==> config.mk <==
export PLATFORM = sky130hd
export DESIGN_NAME = universal_register_n
export DESIGN_NICKNAME = d
export VERILOG_FILES = /design/src/rtl/universal_register_n.sv
export SDC_FILE = /design/constraint.sdc
export NUM_CORES = 1
export LEC_CHECK = 0
export ABC_AREA = 1
export BUFFER_PORTS_ARGS = -buffer_cell sky130_fd_sc_hd__buf_2
export CORE_MARGIN = 2
export CORE_UTILIZATION = 40
export CTS_CLUSTER_DIAMETER = 60
export CTS_CLUSTER_SIZE = 24
export DETAILED_ROUTE_END_ITERATION = 10
export SYNTH_ARGS = -nofsm -noshare
export SYNTH_HDL_FRONTEND = slang
export SYNTH_SLANG_ARGS = --single-unit
==> constraint.sdc <==
create_clock -name clk -period 1.58 [get_ports clk]
set_input_delay 0.079 -clock clk [delete_from_list [all_inputs] [get_ports clk]]
set_output_delay 0.079 -clock clk [all_outputs]
set_load 0.02 [all_outputs]
==> src/rtl/universal_register_n.sv <==
// -----------------------------------------------------------------------------
// universal_register_n
//
// WIDTH-bit operand/serialiser register. It supports single-step operations
// (hold, load, shift, rotate, arithmetic shift, increment) and a multi-cycle
// burst-shift engine with a busy/done handshake.
//
// Ports
//   clk     in   1      rising-edge clock
//   clr     in   1      synchronous active-high clear, highest priority
//   en_     in   1      active-low enable (1 = freeze everything except clr)
//   D       in   WIDTH  parallel load data
//   mode    in   3      operation select
//   sin     in   1      serial input for SHL/SHR
//   start   in   1      request a burst of `amount` steps of `mode`
//   amount  in   AMT_W  burst step count
//   Z       out  WIDTH  register contents
//   sout    out  1      last bit shifted/rotated out (registered)
//   busy    out  1      burst in progress
//   done    out  1      one-cycle pulse at burst completion
//
// Mode encoding
//   000 HOLD | 001 LOAD | 010 SHL | 011 SHR | 100 ROL | 101 ROR | 110 ASR | 111 INC
//
// FSM states
//   state | meaning
//   IDLE  | single-step per enabled edge; a start with a shift-class mode is accepted here
//   RUN   | burst active; one step of the latched mode per enabled edge, cnt counts down
// -----------------------------------------------------------------------------
module universal_register_n #(
  parameter int WIDTH = 8,
  parameter int AMT_W = 4
) (
  input  logic             clk,
  input  logic             clr,
  input  logic             en_,
  input  logic [WIDTH-1:0] D,
  input  logic [2:0]       mode,
  input  logic             sin,
  input  logic             start,
  input  logic [AMT_W-1:0] amount,
  output logic [WIDTH-1:0] Z,
  output logic             sout,
  output logic             busy,
  output logic             done
);

  localparam logic [2:0] M_HOLD = 3'b000;
  localparam logic [2:0] M_LOAD = 3'b001;
  localparam logic [2:0] M_SHL  = 3'b010;
  localparam logic [2:0] M_SHR  = 3'b011;
  localparam logic [2:0] M_ROL  = 3'b100;
  localparam logic [2:0] M_ROR  = 3'b101;
  localparam logic [2:0] M_ASR  = 3'b110;
  localparam logic [2:0] M_INC  = 3'b111;

  typedef enum logic [0:0] {
    IDLE = 1'b0,
    RUN  = 1'b1
  } state_t;

  state_t           state_q, state_d;
  logic [WIDTH-1:0] z_q, z_d;
  logic             sout_q, sout_d;
  logic             busy_q, busy_d;
  logic             done_q, done_d;
  logic [AMT_W-1:0] cnt_q, cnt_d;
  logic [2:0]       bmode_q, bmode_d;

  logic [2:0]       op;
  logic [WIDTH-1:0] step_z;
  logic             step_sout;
  logic             burst_ok;

  // While a burst runs the latched mode drives the datapath; the live mode
  // input is ignored.
  assign op = (state_q == RUN) ? bmode_q : mode;

  // Only the shift/rotate class (010..110) may be run as a burst.
  assign burst_ok = (mode >= M_SHL) && (mode <= M_ASR);

  // One step of the selected operation, computed from the current contents.
  always_comb begin
    step_z    = z_q;
    step_sout = sout_q;
    case (op)
      M_HOLD: begin
        step_z = z_q;
      end
      M_LOAD: begin
        step_z = D;
      end
      M_SHL: begin
        step_z    = {z_q[WIDTH-2:0], sin};
        step_sout = z_q[WIDTH-1];
      end
      M_SHR: begin
        step_z    = {sin, z_q[WIDTH-1:1]};
        step_sout = z_q[0];
      end
      M_ROL: begin
        step_z    = {z_q[WIDTH-2:0], z_q[WIDTH-1]};
        step_sout = z_q[WIDTH-1];
      end
      M_ROR: begin
        step_z    = {z_q[0], z_q[WIDTH-1:1]};
        step_sout = z_q[0];
      end
      M_ASR: begin
        step_z    = {z_q[WIDTH-1], z_q[WIDTH-1:1]};
        step_sout = z_q[0];
      end
      M_INC: begin
        step_z = z_q + WIDTH'(1);
      end
      default: begin
        step_z = z_q;
      end
    endcase
  end

  // Next-state logic. done is a pulse, so it defaults low on every edge.
  always_comb begin
    state_d = state_q;
    z_d     = z_q;
    sout_d  = sout_q;
    busy_d  = busy_q;
    done_d  = 1'b0;
    cnt_d   = cnt_q;
    bmode_d = bmode_q;

    if (!en_) begin
      case (state_q)
        IDLE: begin
          if (start && burst_ok) begin
            // The accept edge only latches the burst; no step happens here.
            bmode_d = mode;
            if (amount == '0) begin
              done_d = 1'b1;
            end else begin
              cnt_d   = amount;
              busy_d  = 1'b1;
              state_d = RUN;
            end
          end else begin
            z_d    = step_z;
            sout_d = step_sout;
          end
        end
        RUN: begin
          z_d    = step_z;
          sout_d = step_sout;
          cnt_d  = cnt_q - AMT_W'(1);
          if (cnt_q == AMT_W'(1)) begin
            busy_d  = 1'b0;
            done_d  = 1'b1;
            state_d = IDLE;
          end
        end
        default: begin
          state_d = IDLE;
          busy_d  = 1'b0;
        end
      endcase
    end
  end

  always_ff @(posedge clk) begin
    if (clr) begin
      state_q <= IDLE;
      z_q     <= '0;
      sout_q  <= 1'b0;
      busy_q  <= 1'b0;
      done_q  <= 1'b0;
      cnt_q   <= '0;
      bmode_q <= M_HOLD;
    end else begin
      state_q <= state_d;
      z_q     <= z_d;
      sout_q  <= sout_d;
      busy_q  <= busy_d;
      done_q  <= done_d;
      cnt_q   <= cnt_d;
      bmode_q <= bmode_d;
    end
  end

  assign Z    = z_q;
  assign sout = sout_q;
  assign busy = busy_q;
  assign done = done_q;

endmodule
* Word level (Yosys, flattened, before mapping) *
Index checks and enable logic that the tools add are counted.

word-level totals
  bits in registers = 19

operators by class
  bitwise logic cells = 2
  magnitude comparators = 2
  reduce and logical (&&, ||, !) cells = 11
  add/sub/neg operators = 2
  mux-type cells = 22
  equal/unequal tests = 12

operators by type and width
  cell                                                               number
  case mux 8 bit (8 select lines)                                    1
  case mux 8 bit (2 select lines)                                    1
  == test 3 bit, second input constant                               4
  2-to-1 mux 1 bit                                                   10
  case mux 1 bit (2 select lines)                                    5
  adder 8 x 1 -> 8 bit, second input constant                        1
  2-to-1 mux 4 bit                                                   2
  2-to-1 mux 8 bit                                                   1
  case mux 4 bit (2 select lines)                                    1
  == test 3 x 2 -> 1 bit, second input constant                      2
  inequality test 2 bit, second input constant                       3
  AND reduction 3 bit                                                2
  == test 4 x 1 -> 1 bit, second input constant                      1
  zero test 4 bit                                                    1
  AND reduction 4 bit                                                1
  OR reduction 2 bit                                                 2
  subtractor 4 x 1 -> 4 bit, second input constant                   1
  == test 3 x 1 -> 1 bit, second input constant                      1
  greater-or-equal comparator 3 x 2 -> 1 bit, second input constant  1
  less-or-equal comparator 3 bit, second input constant              1
  zero test 3 bit                                                    1
  2-to-1 mux 3 bit                                                   1
  OR reduction 3 bit                                                 1
  logical AND 1 bit                                                  2
  other kinds (3)                                                    4

* Depth between registers and ports, before layout *
  depth after elaboration = 6
  depth in mapped cells = 12

* Least setup slack after synthesis *
OpenSTA, ideal clock, no wires.

  kind = reg-to-reg
  start = register z_q[0], in the netlist Z[0]
  end = register z_q[6], in the netlist Z[6]
  data required time = 1514 ps
  arrival = 1398 ps
  clock period less this slack = 1464 ps
  cell stages (with the launch flop) = 10
  path slack = 116 ps
  cell sequence = dfxtp_1 > ha_1 > nand3_1 > nor3_1 > nand2_1 > nand2_1 > nand2_1 > nand3_1 > nand2_1 > a21oi_2

on the way
  cells in the longest elaborated chain, start to end = 4

ends and longest elaborated chain
  element                              RTL line  text
  start, declared                      63        logic [WIDTH-1:0] z_q, z_d;
  start signal, assigned               179       z_q <= z_d;
  adder 8 x 1 -> 8 bit (*)             114       step_z = z_q + WIDTH'(1);
  case mux 8 bit (8 select lines) (*)  86        case (op)
  2-to-1 mux 8 bit                     135       if (start && burst_ok) begin
  case mux 8 bit (2 select lines) (*)  133       case (state_q)

Every way passes the cells marked *; elsewhere a longest branch is shown, timed or not. The select of a mux whose other input is x is not followed.
A chain may end at the register's enable or synchronous reset.

* Final worst setup path *
  start = register state_q
  end = register z_q[6], in the netlist Z[6]

on the way
  cells in the longest elaborated chain, start to end = 5
  elaborated cells on any way between the ends = 15

ends and longest elaborated chain
  element                                RTL line  text
  start, declared                        62        state_t state_q, state_d;
  start signal, assigned                 178       state_q <= state_d;
  2-to-1 mux 3 bit                       77        assign op = (state_q == RUN) ? bmode_q : mode;
  == test 3 bit (tied with other cells)  86
  case mux 8 bit (8 select lines)        86
  2-to-1 mux 8 bit                       135
  case mux 8 bit (2 select lines)        133

Parallel ways exist; a longest one is shown, timed or not. The select of a mux whose other input is x is not followed.

==> results_dict.tcl <==
set metrics [dict create \
    reg2reg_depth 11 \
    r2r_slack_ns 0.18 \
    syn_inst 239 \
    synth_top_area_cell "dfxtp_1" \
    timing.fmax_ghz 0.713 \
    gp_congestion 0.802 \
    layout-drive-gt1-share_pct 29.9 \
    grt_pass1_vias 1382 \
    clk_latency_ns 0.27 \
    drt-total-wl_um 3630 \
    synth_enable_flop_cells 0 \
    wl_per_cell_um 11.4 \
    die_h_um 66.1 \
    timing.rr.start "state_q" \
    synth_most_common_cell "nand2_1" \
    hp-start "en_" \
    firstDrtPassIters 4 \
    holdPathStages 3 \
    synth-seq-area-share_pct 24.7 \
    finalHoldViolations 0 \
    ys_types 28 \
    crit_path_start_kind "register" \
    relSlewSlack_pct 79.4 \
    cts_made_buffers 3 \
    min_path_type "in2reg" \
    p_per_area_nw_per_um2 738 \
    slew_violations 0 \
    cts-resized-gates 0 \
    worstSetupEndpointType "register" \
    skew_ns 0.00107 \
    antenna_found_initial 0 \
    cts_hold_buf 0 \
    area_growth_pct 17.2 \
    rsz0062_at_grt "no" \
    drt_iter0_markers 98 \
    synthArstFlopShare_pct 0 \
    ir_worst_vdd_mv 0.405 \
    r2r-end "Z[6]" \
    initial_utilization_pct 41.8 \
    clockBufferDepth 2 \
    diodes 0 \
    ios 31 \
    cts.sinks 19 \
    post-cts-setup-buffers 0 \
    avgSynthCellArea_um2 6.45 \
    status "completed" \
    vias_per_cell 4.85 \
    root_buffer "clkbuf_8" \
    drv_cap 0 \
    crit_arrival_ns 1.61 \
    die-area_um2 4370 \
    ys_ff_latch 19 \
    hold_path_end "state_q" \
    grt_pass1_wl_um 6450 \
    grt.overflow.total 0 \
    htree_levels 1 \
    dp_hpwl_um 2770 \
    setup_violations 0 \
    synthTopCellsByArea "dfxtp_1 (25%), nand2_1 (13%), nand2_4 (6.6%)" \
    critPathRequiredTime_ns 1.79 \
    yosys_warnings 0 \
    fin_crit_ns 1.40 \
    io_buffers 30 \
    tns_ns 0 \
    p_leak_uw 0.000855 \
    cts_tree "built" \
    synthTopCellsByCount "nand2_1 (55), nor2_1 (26), inv_1 (25)" \
    period_share_pct 88.8 \
    ant_nets 0 \
    vias 1547 \
    grt_usage_pct 19.0 \
    criticalPathCategory "reg2reg" \
    synth_top_area_share_pct 24.7 \
    fp-row-count 22 \
    cp_max_fo 7 \
    final_nets 295 \
    netlist_area_um2 1540 \
    path_clk_slew_ns 0.08 \
    hold_ws_ns 0.0801 \
    synthFlopType "dfxtp_1" \
    grt_max_degree 15 \
    chipWidth_um 66.1 \
    drc 0 \
    worstMarginPinSlew_ns 0.308 \
    core_um2 3690 \
    synth_nets 262 \
]
## registers in the layout, indices dropped and copies added (netlist names)
register / count
busy: 1
sout: 1
Z: 8
bmode_q: 3
cnt_q: 4
state_q: 1
done: 1
## logic make-up after synthesis
family | after synthesis | synth area share, %
xor gates and xnor gates | 3 | 1.70
AOI/OAI and AO/OA | 43 | 15.7
DFF | 19 | 24.7
and+or+nand+nor | 134 | 44.6
buffers and inverters | 37 | 10.9
adders and majority gates | 3 | 2.44
## metal layers
| metal | routed length, um | global-route usage (%) | vias up |
|---|---|---|---|
| met5 | 0 | 0 | - |
| met1 | 1880 | 28.0 | 683 |
| met4 | 48 | 5.36 | 0 |
| li1 | - | - | 830 |
| met2 | 1570 | 28.6 | 29 |
| met3 | 135 | 2.56 | 5 |
## per-stage QoR
step                util [%]  instances  instance area, um^2  worst slack (ns)  power, uW
floorplan                  -        239                 1540             0.116        864
global placement        47.2        315                 1740             0.149        968
detailed placement      47.2        315                 1740             0.128        968
CTS                     48.5        319                 1790             0.103       1340
global route            49.0        319                 1810           0.00549       1420
finish                  49.0        319                 1810             0.178       1330
## layout by cell type (no fill, tap or decap), types with 4 or more instances in the layout
cell,instances
a21oi_1,17
a21oi_2,5
buf_2,30
buf_4,5
dfxtp_1,18
inv_1,25
nand2_1,55
nand2_2,8
nand2_4,10
nand3_1,17
nand3_2,7
nor2_1,25
nor2_2,4
o21ai_0,14
## worst max path at each step
stage	start	end	cells after the start
global placement	state_q	Z[6]	11
detailed placement	state_q	Z[6]	11
finish	state_q	Z[6]	11
floorplan	Z[0]	Z[6]	9
CTS	state_q	Z[6]	11
global route	state_q	Z[6]	11
## layout make-up
cell class                      count  area [um^2]
Clock buffer                        3         41.3
Clock inverter                      1         7.51
Fill cell                         400         1880
Inverter                           29          111
Multi-Input combinational cell    183         1010
Sequential cell                    19          382
Tap cell                           48         60.1
Timing Repair Buffer               36          199
## report_power, final
part,internal (uW),switching (uW),total [uW],leakage (uW)
registers,512,35.5,547,0.000156
logic,151,263,415,0.000677
clock network,178,192,371,0.0000217
total,841,491,1330,0.000855
## critical path, cell delays in order, from the launching register on
cell and delay (ns):
dfxtp_2 0.34, inv_2 0.12, nand2_1 0.11, nand2_4 0.10
nand3_1 0.16, nand2_4 0.15, inv_2 0.04, nand2_1 0.05
nand2_1 0.05, nand3_1 0.08, nand2_1 0.06, a21oi_2 0.10
No activity file was read; power rests on OpenSTA's default activity.
